## config.mk

```make
export PLATFORM = sky130hd
export DESIGN_NAME = stegano_extract_flat
export DESIGN_NICKNAME = d
export VERILOG_FILES = /design/src/rtl/stegano_if.sv /design/src/rtl/stegano_extract.sv /design/src/flat_wrapper.sv
export SDC_FILE = /design/constraint.sdc
export NUM_CORES = 1
export LEC_CHECK = 0
export CORE_UTILIZATION = 30
export DETAILED_ROUTE_END_ITERATION = 10
export MAX_ROUTING_LAYER = met4
export PLACE_DENSITY_LB_ADDON = 0.05
export RECOVER_POWER = 25
export SETUP_SLACK_MARGIN = 0.5
export SYNTH_ARGS = -nofsm -noshare
export SYNTH_HDL_FRONTEND = slang
export SYNTH_SLANG_ARGS = --single-unit
```

## constraint.sdc

```tcl
create_clock -name clk -period 7.95 [get_ports clk]
set_clock_uncertainty 0.2 [all_clocks]
set_input_delay 2.385 -clock clk [delete_from_list [all_inputs] [get_ports clk]]
set_output_delay 2.385 -clock clk [all_outputs]
set_load 0.02 [all_outputs]
```

## src/rtl/stegano_if.sv

```systemverilog
// Cover-byte input and ciphertext-block output bundle for the stego extractor.
// The slave side is the extractor. The master side is the cover source plus the AES decryptor.
interface stegano_if #(
    parameter int BLOCK_W = 128
);
    logic               in_valid;
    logic               in_sof;
    logic [7:0]         stego_in;
    logic               in_ready;
    logic [BLOCK_W-1:0] blk_out;
    logic               blk_valid;
    logic               blk_ready;
    logic               busy;
    logic               err_sync;
    logic [15:0]        blk_cnt;

    modport slave (
        input  in_valid, in_sof, stego_in, blk_ready,
        output in_ready, blk_out, blk_valid, busy, err_sync, blk_cnt
    );

    modport master (
        output in_valid, in_sof, stego_in, blk_ready,
        input  in_ready, blk_out, blk_valid, busy, err_sync, blk_cnt
    );
endinterface

```

## src/rtl/stegano_extract.sv

```systemverilog
// Recovers BLOCK_W-bit ciphertext blocks from the BPB LSBs of each stego cover byte.
// Each completed block is handed to the decryptor over a valid/ready handshake.
module stegano_extract #(
    parameter int BLOCK_W = 128,
    parameter int BPB     = 1
) (
    input  logic     clk,
    input  logic     rst,
    stegano_if.slave bus
);
    localparam int NB    = BLOCK_W / BPB;
    localparam int CNT_W = $clog2(NB + 1);
    localparam logic [CNT_W-1:0] LAST_CNT = CNT_W'(NB - 1);

    typedef enum logic [1:0] {S_IDLE, S_COLLECT, S_HOLD} state_t;

    state_t             r_state;
    logic [CNT_W-1:0]   r_cnt;
    logic [BLOCK_W-1:0] r_blk;
    logic               r_blk_valid;
    logic               r_busy;
    logic               r_err_sync;
    logic [15:0]        r_blk_cnt;

    wire                w_accept = bus.in_valid && (r_state != S_HOLD);
    wire [BLOCK_W-1:0]  w_shifted = {r_blk[BLOCK_W-BPB-1:0], bus.stego_in[BPB-1:0]};
    wire                w_unused_hi = ^bus.stego_in[7:BPB];

    assign bus.in_ready  = (r_state != S_HOLD);
    assign bus.blk_out   = r_blk;
    assign bus.blk_valid = r_blk_valid;
    assign bus.busy      = r_busy;
    assign bus.err_sync  = r_err_sync;
    assign bus.blk_cnt   = r_blk_cnt;

    // NOTE: all state uses non-blocking assignments so every register samples pre-edge values.
    always_ff @(posedge clk or posedge rst) begin
        if (rst) begin
            r_state     <= S_IDLE;
            r_cnt       <= '0;
            r_blk       <= '0;
            r_blk_valid <= 1'b0;
            r_busy      <= 1'b0;
            r_err_sync  <= 1'b0;
            r_blk_cnt   <= '0;
        end else begin
            r_err_sync <= 1'b0;
            case (r_state)
                S_IDLE: begin
                    if (w_accept && bus.in_sof) begin
                        r_blk   <= w_shifted;
                        r_cnt   <= CNT_W'(1);
                        r_busy  <= 1'b1;
                        r_state <= S_COLLECT;
                    end
                end
                S_COLLECT: begin
                    if (w_accept) begin
                        r_blk <= w_shifted;
                        // A new frame start mid-block abandons the partial block and restarts it.
                        if (bus.in_sof && (r_cnt != '0)) begin
                            r_err_sync <= 1'b1;
                            r_cnt      <= CNT_W'(1);
                        end else if (r_cnt == LAST_CNT) begin
                            r_cnt       <= '0;
                            r_blk_valid <= 1'b1;
                            r_state     <= S_HOLD;
                        end else begin
                            r_cnt <= r_cnt + 1'b1;
                        end
                    end
                end
                S_HOLD: begin
                    if (bus.blk_ready) begin
                        r_blk_valid <= 1'b0;
                        r_blk_cnt   <= r_blk_cnt + 16'd1;
                        r_state     <= S_COLLECT;
                    end
                end
                default: r_state <= S_IDLE;
            endcase
        end
    end
endmodule
```

## src/flat_wrapper.sv

```systemverilog
// flat-port wrapper written by rule: the top's interface ports become plain ports
module stegano_extract_flat 
#(
    parameter int BLOCK_W = 128,
    parameter int BPB     = 1
)
  (clk, rst, bus_in_valid, bus_in_sof, bus_stego_in, bus_blk_ready, bus_in_ready, bus_blk_out, bus_blk_valid, bus_busy, bus_err_sync, bus_blk_cnt);
  stegano_if #(.BLOCK_W(BLOCK_W)) bus_i ();
  input  logic clk;
  input  logic rst;
  input wire logic [$bits(bus_i.in_valid)-1:0] bus_in_valid;
  input wire logic [$bits(bus_i.in_sof)-1:0] bus_in_sof;
  input wire logic [$bits(bus_i.stego_in)-1:0] bus_stego_in;
  input wire logic [$bits(bus_i.blk_ready)-1:0] bus_blk_ready;
  output wire logic [$bits(bus_i.in_ready)-1:0] bus_in_ready;
  output wire logic [$bits(bus_i.blk_out)-1:0] bus_blk_out;
  output wire logic [$bits(bus_i.blk_valid)-1:0] bus_blk_valid;
  output wire logic [$bits(bus_i.busy)-1:0] bus_busy;
  output wire logic [$bits(bus_i.err_sync)-1:0] bus_err_sync;
  output wire logic [$bits(bus_i.blk_cnt)-1:0] bus_blk_cnt;
  assign bus_i.in_valid = bus_in_valid;
  assign bus_i.in_sof = bus_in_sof;
  assign bus_i.stego_in = bus_stego_in;
  assign bus_i.blk_ready = bus_blk_ready;
  assign bus_in_ready = bus_i.in_ready;
  assign bus_blk_out = bus_i.blk_out;
  assign bus_blk_valid = bus_i.blk_valid;
  assign bus_busy = bus_i.busy;
  assign bus_err_sync = bus_i.err_sync;
  assign bus_blk_cnt = bus_i.blk_cnt;
  stegano_extract #(.BLOCK_W(BLOCK_W), .BPB(BPB)) u_core (.clk(clk), .rst(rst), .bus(bus_i));
endmodule
```

==> Word-level counts from Yosys, hierarchy flattened <==
Index checks and enable logic that the tools add are counted.
{ "totals": {"inputBits": 13, "word_cells": 52, "regBits": 157, "out_inout_bits": 148} }
{ "op_classes": {"n_addsub": 2, "muxes": 22, "reduce_logical": 12, "eq_ne": 9} }
{ "op_table": {"columns": ["operator", "count"], "rows": [
  ["$mux W128", 2],
  ["$pmux W128 S2", 1],
  ["$mux W8", 4],
  ["$add A16 B1 Y16 const B", 1],
  ["$pmux W8 S2", 1],
  ["$mux W2", 5],
  ["$reduce_and A5 Y1", 2],
  ["$add A8 B1 Y8 const B", 1],
  ["$eq A8 B7 Y1 const B", 1],
  ["$reduce_bool A8 Y1", 1],
  ["$mux W1", 7],
  ["$ne A2 B1 Y1 const B", 3],
  ["$ne A2 B2 Y1 const B", 3],
  ["$pmux W2 S3", 1],
  ["$reduce_and A2 Y1", 2],
  ["$reduce_bool A2 Y1", 2],
  ["$logic_and A1 B1 Y1", 3],
  ["$reduce_and A3 Y1", 1],
  ["$eq A2 B1 Y1 const B", 1],
  ["$eq A2 B2 Y1 const B", 1],
  ["$logic_not A2 Y1", 1],
  ["$pmux W1 S2", 1]
]} }

==> Logic depth before layout (Yosys ltp) <==
Gate-level depths: netlist (run 1).
{ "logic_depth": {"depth_word": 5, "mapped_depth": 7, "mapped_depth_nobuf": 6} }

==> Least setup slack after synthesis (run 1) <==
Ideal clock, no wire load.
{ "synth_path": {"path_kind": "input port to flip-flop", "start": "input port bus_in_valid", "end": "register u_core.r_blk[58] (netlist: u_core.bus.blk_out[58])", "required_time_ns": 7.633, "arrival_ns": 3.297, "stages": 7, "setup_slack_ns": 4.336, "setup_time_ns": 0.117, "path_buffers": 3, "path_cell_list": "nand2b_1 or2_2 buf_2 clkbuf_8 buf_2 nand2_1 nand2_1"} }
{ "synth_via": {"elab_chain_len": 4, "elab_cells_between_ends": 5, "cone_classes": "eq/ne (2); reduce/logical (3)"} }
{ "synth_lines": {"columns": ["element", "line_no", "source"], "rows": [
  ["start: declaration", "flat_wrapper.sv:11", "input wire logic [$bits(bus_i.in_valid)-1:0] bus_in_valid;"],
  ["$logic_and A1 B1 Y1 (*)", "stegano_extract.sv:25", "wire w_accept = bus.in_valid && (r_state != S_HOLD);"],
  ["$logic_and A1 B1 Y1", "stegano_extract.sv:50", "if (w_accept && bus.in_sof) begin"],
  ["$ne A2 B1 Y1 (no line)", null, null],
  ["$reduce_and A3 Y1 (no line) (*)", null, null],
  ["end signal: assignment", "stegano_extract.sv:51", "r_blk <= w_shifted;"],
  ["end signal: assignment", "stegano_extract.sv:59", "r_blk <= w_shifted;"],
  ["end: declaration", "stegano_extract.sv:19", "logic [BLOCK_W-1:0] r_blk;"]
]} }
Every way passes the cells marked *; elsewhere a longest branch is shown, timed or not.
A chain may end at the register's enable or synchronous reset.

==> Worst setup path after layout (run 1) <==
{ "layout_path": {"start": "input port bus_in_sof", "end": "register u_core.r_blk[88] (netlist: u_core.bus.blk_out[88])"} }
{ "layout_via": {"elab_chain_len": 3} }
{ "layout_lines": {"columns": ["element", "line_no", "source"], "rows": [
  ["start: declaration", "flat_wrapper.sv:12", "input wire logic [$bits(bus_i.in_sof)-1:0] bus_in_sof;"],
  ["$logic_and A1 B1 Y1", "stegano_extract.sv:50", null],
  ["$ne A2 B1 Y1 (no line)", null, null],
  ["$reduce_and A3 Y1 (no line)", null, null]
]} }
No other way between the ends.

==> impl_metrics.tcl, run 1 <==
set metrics [dict create \
    hold_violations 0 \
    p_leak_nw 4.296 \
    synth.most_common_cell "nand2_1" \
    final.setup.worst_slack_ns 3.211 \
    cts_tree "built" \
    slew_headroom_pct 36.48 \
    fin_setup_tns_ns 0 \
    utilization_pct 42.14 \
    num_vias 4921 \
    endpoint_kind "flop" \
    min_from "u_core.bus.blk_cnt[15]" \
    row_count 52 \
    grt_pass1_vias 4718 \
    port_buffers 153 \
    powerDensity_nw_per_um2 217.8 \
    die_h_um 146.2 \
    track_usage_pct 15.05 \
    die-area_um2 21380 \
    rrSetupSlack_ns 5.31 \
    grt_max_degree 93 \
    min_period_ns 4.739 \
    yosys_register_bits 157 \
    synth_seq_area_share_pct 62.98 \
    initial_core_util_pct 30.73 \
    io_pins 161 \
    dpl_worst_slack_ns 2.822 \
    setup_viol 0 \
    synth_edf_count 0 \
    die_x_um 146.2 \
    yosysTopAreaCellShare_pct 62.98 \
    start_kind "input port" \
    drive_above_1_share_pct 4.518 \
    fillCellCount 2023 \
    async_flop_share_pct 100.0 \
    cp_max_fo 83 \
    grt_pass1_wl_mm 25.10 \
    status "finished clean" \
    drt_iter0_markers 285 \
    syn-cell-area_um2 6238 \
    post_drt_wl_per_cell_um 13.25 \
    antenna_found_initial 0 \
    cts-hold-fix-buffers 0 \
    regArea_um2 3929 \
    hold_depth 1 \
    ir_worst_vdd_v 0.0001419 \
    dp_hpwl_mm 9.143 \
    via_per_inst 4.429 \
    yosysTopAreaCell "dfrtp_1" \
    grt_overflow 0 \
    syn_avg_cell_area_um2 9.107 \
    max_freq_mhz 211.0 \
    clk_latency_ns 0.42 \
    clkSinkCount 157 \
    ant_nets 0 \
    cts-resized-gates 0 \
    wirelength_mm 14.72 \
    reg2reg_to "u_core.r_cnt[0]" \
    reg2reg_from "u_core.r_cnt[0]" \
    multiInputGateArea_um2 2107 \
    drc 0 \
    hold_path_class "flop to flop" \
    arrival_ns 4.90 \
    crit_required_ns 8.11 \
    yosysWarnings 0 \
    rsz0062_at_grt "false" \
    antenna_cells 0 \
    r2r_cells 6 \
    yosys.cell_types.count 38 \
    synth_commonest_cells "nand2_1, dfrtp_1, clkbuf_1" \
    placed_area_um2 7991 \
    gp_congestion 0.7264 \
    netlist_instances 685 \
    stdcell_area_um2 8553 \
    tightestPinTransition_ns 0.9529 \
    syn2layout_area_growth_pct 37.10 \
    drt_pass1_iterations 4 \
    htreeDepth 4 \
    fin_crit_sh_pct 59.61 \
    critPathKind "input port to flop" \
    yosys-top-cells-area "dfrtp_1, nand2_1, xnor2_1" \
    drv_slew 0 \
    synth_fp_nets 701 \
    clock_path_buffers 2 \
    max_cap_violations 0 \
    numCtsBuffers 17 \
    coreArea_um2 20300 \
    fin_nets 845 \
    whs_ns 0.2696 \
    path_clk_slew_ns 0.06 \
    cts_root_buf "clkbuf_16" \
    hold_end "u_core.bus.blk_cnt[15]" \
    ys.flop_type "dfrtp_1" \
    cts_setup_buffers 0 \
]
-- cell type report --
type                    instances  area share (%)
flip-flops and latches        157           45.93
multi-input cells             484           24.63
repair buffers                157           18.26
clock buffers                  21           5.266
well taps                     270           3.950
clock inverters                10           1.375
inverters                      12          0.5851
-- sequential cells by signal, indices dropped and copies added, names as in the netlist --
| name | flops |
|---|---|
| u_core.bus.busy | 1 |
| u_core.bus.blk_cnt | 16 |
| u_core.bus.err_sync | 1 |
| u_core.r_cnt | 8 |
| u_core.bus.blk_out | 128 |
| u_core.r_state | 2 |
| u_core.bus.blk_valid | 1 |
-- stage by stage --
stage	power, mW	std cells
global route	1.958	1111
detailed placement	1.093	1080
global placement	1.090	1080
CTS	1.901	1111
finish	1.863	1111
floorplan	1.006	685
-- worst max-delay path by stage --
stage | startpoint | to | slack (ns) | depth (start not counted)
2_1_floorplan | rst | u_core.bus.blk_cnt[0] | 1.13 | 1
3_3_place_gp | bus_in_valid | u_core.r_cnt[0] | 2.87 | 6
3_5_place_dp | bus_in_valid | u_core.r_cnt[0] | 2.82 | 6
4_1_cts | bus_in_sof | u_core.bus.blk_out[88] | 3.27 | 6
5_1_grt | bus_in_sof | u_core.bus.blk_out[93] | 2.98 | 6
6_report | bus_in_sof | u_core.bus.blk_out[88] | 3.21 | 6
-- placed cells by master (no fill, tap or decap), drive strengths merged, types with 4 or more instances in the layout --
cell and n:
nor2 4, clkdlybuf4s50 146, nand2 398, a31oi 6
clkinvlp 4, dlygate4sd3 7, clkinv 4, nand2b 4
dfrtp 157, and3 5, buf 4, xnor2 13
nand3 8, o22ai 7, o21ai 4, clkbuf 21
inv 12, nand4 9
-- routing by layer --
layer | vias to the layer above | track usage, % | share of wire [%]
met3 | 12 | 4.406 | 5.6
met2 | 116 | 22.12 | 46
met5 | - | - | 0
met1 | 2368 | 19.61 | 47
li1 | 2425 | - | -
met4 | 0 | 5.469 | 1.5
-- logic make-up after synthesis --
logic type	after synthesis	share of synthesized area, %
DFF	157	62.98
adders and majority gates	3	0.6017
buffers and inverters	44	3.269
AOI/OAI and AO/OA	23	2.487
and+or+nand+nor	442	28.38
muxes	1	0.1805
xor gates and xnor gates	15	2.106
-- critical path, cell delays in order --
cell,delay [ns]
dlygate4sd3_1,0.61
nor2_1,0.24
or2_4,0.77
buf_4,0.61
nand2_1,0.12
nand2_1,0.09
-- power breakdown --
| part | internal [mW] | switching [mW] | leakage, nW |
|---|---|---|---|
| clock | 0.468 | 0.321 | 0.265 |
| sequential | 0.836 | 0.0346 | 2.16 |
| combinational | 0.0790 | 0.125 | 1.87 |
| total | 1.38 | 0.480 | 4.30 |
Power figures use the tool's default switching activity.
==> run 2, diff against run 1 <==
==> constraint.sdc (replaced) <==
create_clock -name clk -period 4.4 [get_ports clk]
set_clock_uncertainty 0.2 [all_clocks]
set_input_delay 1.32 -clock clk [delete_from_list [all_inputs] [get_ports clk]]
set_output_delay 1.32 -clock clk [all_outputs]
set_load 0.02 [all_outputs]
==> run 2 against run 1 <==
Final area rose by 0.99%. Clock-buffer cell count did not move. Via count increased by 0.59%. Highest routed layer unchanged.
==> impl_metrics.tcl, run 2 (synthesis results as in run 1) <==
set metrics [dict create \
    critPathKind "input port to async pin" \
    ir_worst_vdd_v 0.0002471 \
    track_usage_pct 14.78 \
    drv_slew 0 \
    setup_viol 0 \
    slew_headroom_pct 3.660 \
    regArea_um2 3929 \
    powerDensity_nw_per_um2 397.3 \
    largest_register_ff_count 128 \
    arrival_ns 3.49 \
    die_x_um 146.2 \
    start_kind "input port" \
    p_leak_nw 4.330 \
    clk_latency_ns 0.41 \
    hold_violations 0 \
    max_freq_mhz 293.0 \
    hold_path_class "flop to flop" \
    status "finished clean" \
    min_period_ns 3.413 \
    rrSetupSlack_ns 2.06 \
    hold_depth 1 \
    grt_overflow 0 \
    drive_above_1_share_pct 5.437 \
    row_count 52 \
    tightestPinTransition_ns 1.445 \
    multiInputGateArea_um2 2113 \
    dp.cells 1084 \
    drt_pass1_iterations 4 \
    fin_nets 849 \
    wirelength_mm 14.62 \
    drc 0 \
    path_clk_slew_ns 0.06 \
    port_buffers 153 \
    final_cell_mix "nand2_1, dfrtp_1, clkdlybuf4s50_1" \
    r2r_cells 6 \
    cp_max_fo 57 \
    io_pins 161 \
    drt_iter0_markers 249 \
    post_drt_wl_per_cell_um 13.10 \
    clock_path_buffers 2 \
    grt_pass1_wl_mm 24.63 \
    die_h_um 146.2 \
    gp_congestion 0.7500 \
    rsz0062_at_grt "false" \
    endpoint_kind "async pin" \
    final_common_cell "nand2_1" \
    cts_tree "built" \
    initial_core_util_pct 30.73 \
    coreArea_um2 20300 \
    antenna_cells 0 \
    crit_required_ns 4.47 \
    cts_setup_buffers 0 \
    total_power_mw 3.432 \
    cts_root_buf "clkbuf_16" \
    cts-hold-fix-buffers 0 \
    htreeDepth 4 \
    cts-resized-gates 0 \
    grt_pass1_vias 4744 \
    grt_max_degree 72 \
    numCtsBuffers 17 \
    fin_setup_tns_ns 0 \
    die-area_um2 21380 \
    layout.cells.non_filler 1116 \
    via_per_inst 4.435 \
    max_cap_violations 0 \
    dp_hpwl_mm 9.608 \
    antenna_found_initial 0 \
    ant_nets 0 \
    num_vias 4950 \
    syn2layout_area_growth_pct 38.47 \
    clkSinkCount 157 \
    fin_crit_sh_pct 77.56 \
    fillCellCount 1994 \
]
## run 2: area by class of cell
class	instances	share of cell area, %
Tap cell	270	3.911
Clock inverter	11	1.506
Sequential cell	157	45.48
Multi-Input combinational cell	484	24.46
Inverter	12	0.5359
Timing Repair Buffer	161	18.66
Clock buffer	21	5.446
## run 2: worst max-delay path, stage by stage
cell and delay (ns):
dlygate4sd3_1 0.55, clkinvlp_2 0.43, clkbuf_2 1.16
## run 2: power by group
part / leakage (nW) / total, mW / internal (mW) / switching [mW]
sequential: 2.16 / 1.57 / 1.51 / 0.0606
clock: 0.283 / 1.48 / 0.887 / 0.595
combinational: 1.88 / 0.380 / 0.150 / 0.230
total: 4.33 / 3.43 / 2.55 / 0.885
## run 2: per-stage QoR
step | area (µm²) | setup slack (ns) | hold WS, ns | utilization, %
after floorplan | 6242 | 0.8931 | 0.3030 | -
after global routing | 8638 | 0.5679 | 0.2954 | 42.55
after detailed placement | 8070 | 1.014 | 0.2653 | 39.76
after CTS | 8671 | 1.150 | 0.2780 | 42.71
after global placement | 8070 | 1.042 | 0.2603 | 39.76
final | 8638 | 0.9874 | 0.2684 | 42.55
## run 2: worst paths after layout
check / endpoint / start
worst max-delay path: u_core.bus.blk_out[32] / rst
worst min-delay path: u_core.bus.busy / u_core.bus.busy
worst max register to register: u_core.r_cnt[0] / u_core.r_cnt[0]
worst min register to register: u_core.bus.busy / u_core.bus.busy
max in group clk: bus_in_ready / u_core.r_state[0]
min in group asynchronous: u_core.bus.blk_out[116] / rst
## run 2: layer usage
metal	wire length, µm	part of all wire [%]	vias to the layer above	track usage, %
met4	178	1.2	0	5.521
met3	701	4.8	11	4.000
li1	-	-	2431	-
met5	0	0	-	-
met1	6991	48	2385	18.98
met2	6748	46	123	22.29
==> run 3, diff against run 2 <==
==> constraint.sdc (replaced) <==
create_clock -name clk -period 2.87 [get_ports clk]
set_clock_uncertainty 0.2 [all_clocks]
set_input_delay 0.861 -clock clk [delete_from_list [all_inputs] [get_ports clk]]
set_output_delay 0.861 -clock clk [all_outputs]
set_load 0.02 [all_outputs]
==> run 3 against run 2 <==
Final area decreased by 1.5%. Critical path depth is 3 higher. Total power up 46%. Via count down 0.12%. Final cell count grew 0.63%. Critical path type is now input port to flop. Critical endpoint is now u_core.bus.blk_out[34]. Largest power group unchanged.
==> impl_metrics.tcl, run 3 (synthesis results as in run 1) <==
set metrics [dict create \
    hold_path_class "flop to flop" \
    max_cap_violations 0 \
    syn2layout_area_growth_pct 36.40 \
    endpoint_kind "flop" \
    cts_tree "built" \
    io_pins 161 \
    track_usage_pct 15.10 \
    ant_nets 0 \
    p_leak_nw 5.057 \
    worstPathCellList "dlygate4sd3_1 -> nor2_1 -> or2_4 -> buf_4 -> nand2_1 -> nand2_1" \
    clk_latency_ns 0.42 \
    rsz0062_at_grt "true" \
    grt_pass1_vias 4832 \
    drv_slew 0 \
    setup_viol 0 \
    cp_max_fo 31 \
    die-area_um2 21380 \
    row_count 52 \
    wirelength_mm 14.76 \
    drt_pass1_iterations 4 \
    clock_path_buffers 2 \
    post_drt_wl_per_cell_um 13.14 \
    final_common_cell "nand2_1" \
    grt_pass1_wl_mm 25.15 \
    hold_violations 0 \
    drt_iter0_markers 191 \
    via_per_inst 4.402 \
    die_h_um 146.2 \
    coreArea_um2 20300 \
    placed_area_um2 8160 \
    path_clk_slew_ns 0.06 \
    crit_top_cell "nand2_1" \
    antenna_found_initial 0 \
    cts-hold-fix-buffers 0 \
    numCtsBuffers 17 \
    clkSinkCount 157 \
    fin_setup_tns_ns 0 \
    final_cell_mix "nand2_1, dfrtp_1, dlygate4sd2_1" \
    max_freq_mhz 421.8 \
    status "finished clean" \
    arrival_ns 2.52 \
    dp.cells 1091 \
    antenna_cells 0 \
    min_period_ns 2.371 \
    dp_hpwl_mm 9.687 \
    fin_crit_sh_pct 82.61 \
    fin_nets 856 \
    ir_worst_vdd_v 0.0003932 \
    largest_register_ff_count 128 \
    slew_headroom_pct 59.92 \
    layout.cells.non_filler 1123 \
    start_kind "input port" \
    die_x_um 146.2 \
    drive_above_1_share_pct 6.682 \
    grt_max_degree 90 \
    gp_congestion 0.7639 \
    cts_setup_buffers 0 \
    crit_required_ns 3.02 \
    max_stage_delay_ns 0.56 \
    num_vias 4944 \
    critPathKind "input port to flop" \
    powerDensity_nw_per_um2 589.7 \
    slowest_stage "dlygate4sd3_1" \
    tightestPinTransition_ns 0.6013 \
    initial_core_util_pct 30.73 \
    stdcell_area_um2 8509 \
    htreeDepth 4 \
    port_buffers 153 \
    grt_overflow 0 \
    drc 0 \
    cts_root_buf "clkbuf_16" \
]
==> run 3: cell count changes in the layout (fill, tap and decap cells not counted), sizes merged <==
cell,previous run,this run
clkbuf,23,18
clkinv,2,9
dlygate4sd2,0,147
clkinvlp,5,2
buf,6,15
inv,14,16
clkdlybuf4s50,150,2
bufinv,2,0
==> run 3: layout make-up <==
type | count | area [µm²]
multi-input combinational | 484 | 2116
timing repair buffer | 168 | 1543
clock buffer | 17 | 425.4
fill | 2088 | 11790
inverter | 12 | 46.29
tap | 270 | 337.8
clock inverter | 15 | 111.4
sequential | 157 | 3930
==> run 3: per-layer routing <==
metal / global-route usage [%] / share of wire (%) / up-vias
met1: 19.08 / 47 / 2358
met4: 5.573 / 1.3 / 0
met3: 4.094 / 5.1 / 15
met2: 23.14 / 46 / 117
li1: - / - / 2454
met5: - / 0 / -
==> run 3: final timing paths <==
path                       slack, ns  cells past startpoint                    from                      end
hold reg to reg                 0.27                      1  u_core.bus.blk_cnt[15]   u_core.bus.blk_cnt[15]
max in group asynchronous       1.01                      3                     rst   u_core.bus.blk_out[89]
setup / recovery                0.50                      6              bus_in_sof   u_core.bus.blk_out[34]
min in group asynchronous       0.89                      3                     rst  u_core.bus.blk_out[122]
hold / removal                  0.27                      1  u_core.bus.blk_cnt[15]   u_core.bus.blk_cnt[15]
setup reg to reg                0.85                      7         u_core.r_cnt[0]          u_core.r_cnt[7]
==> run 3: power breakdown <==
part | leakage [nW] | switching (mW) | internal, mW | total [mW]
Clock | 0.268 | 0.947 | 1.12 | 2.06
Combinational | 2.63 | 0.355 | 0.197 | 0.553
Sequential | 2.16 | 0.0882 | 2.31 | 2.40
==> run 3: critical path, delay by kind of cell <==
kind,cells,cell delay (ns)
buffers and inverters,2,0.85
AND/OR/NAND/NOR,4,0.80
==> run 3: what timing repair did <==
item,4_1_cts,5_1_grt
resized for setup,149,3
setup endpoints to repair,148,2
gates cloned,0,0
==> run 3: through the flow <==
stage          hold WS [ns]  worst slack (ns)  total power [mW]  utilization [%]
2_1_floorplan        0.3030           -0.1779             2.788                -
3_3_place_gp         0.2631            0.2235             3.050            40.20
3_5_place_dp         0.2653            0.1690             3.060            40.20
4_1_cts              0.2718            0.3573             5.119            41.94
5_1_grt              0.2991            0.3620             5.288            41.92
6_report             0.2684            0.4991             5.018            41.92
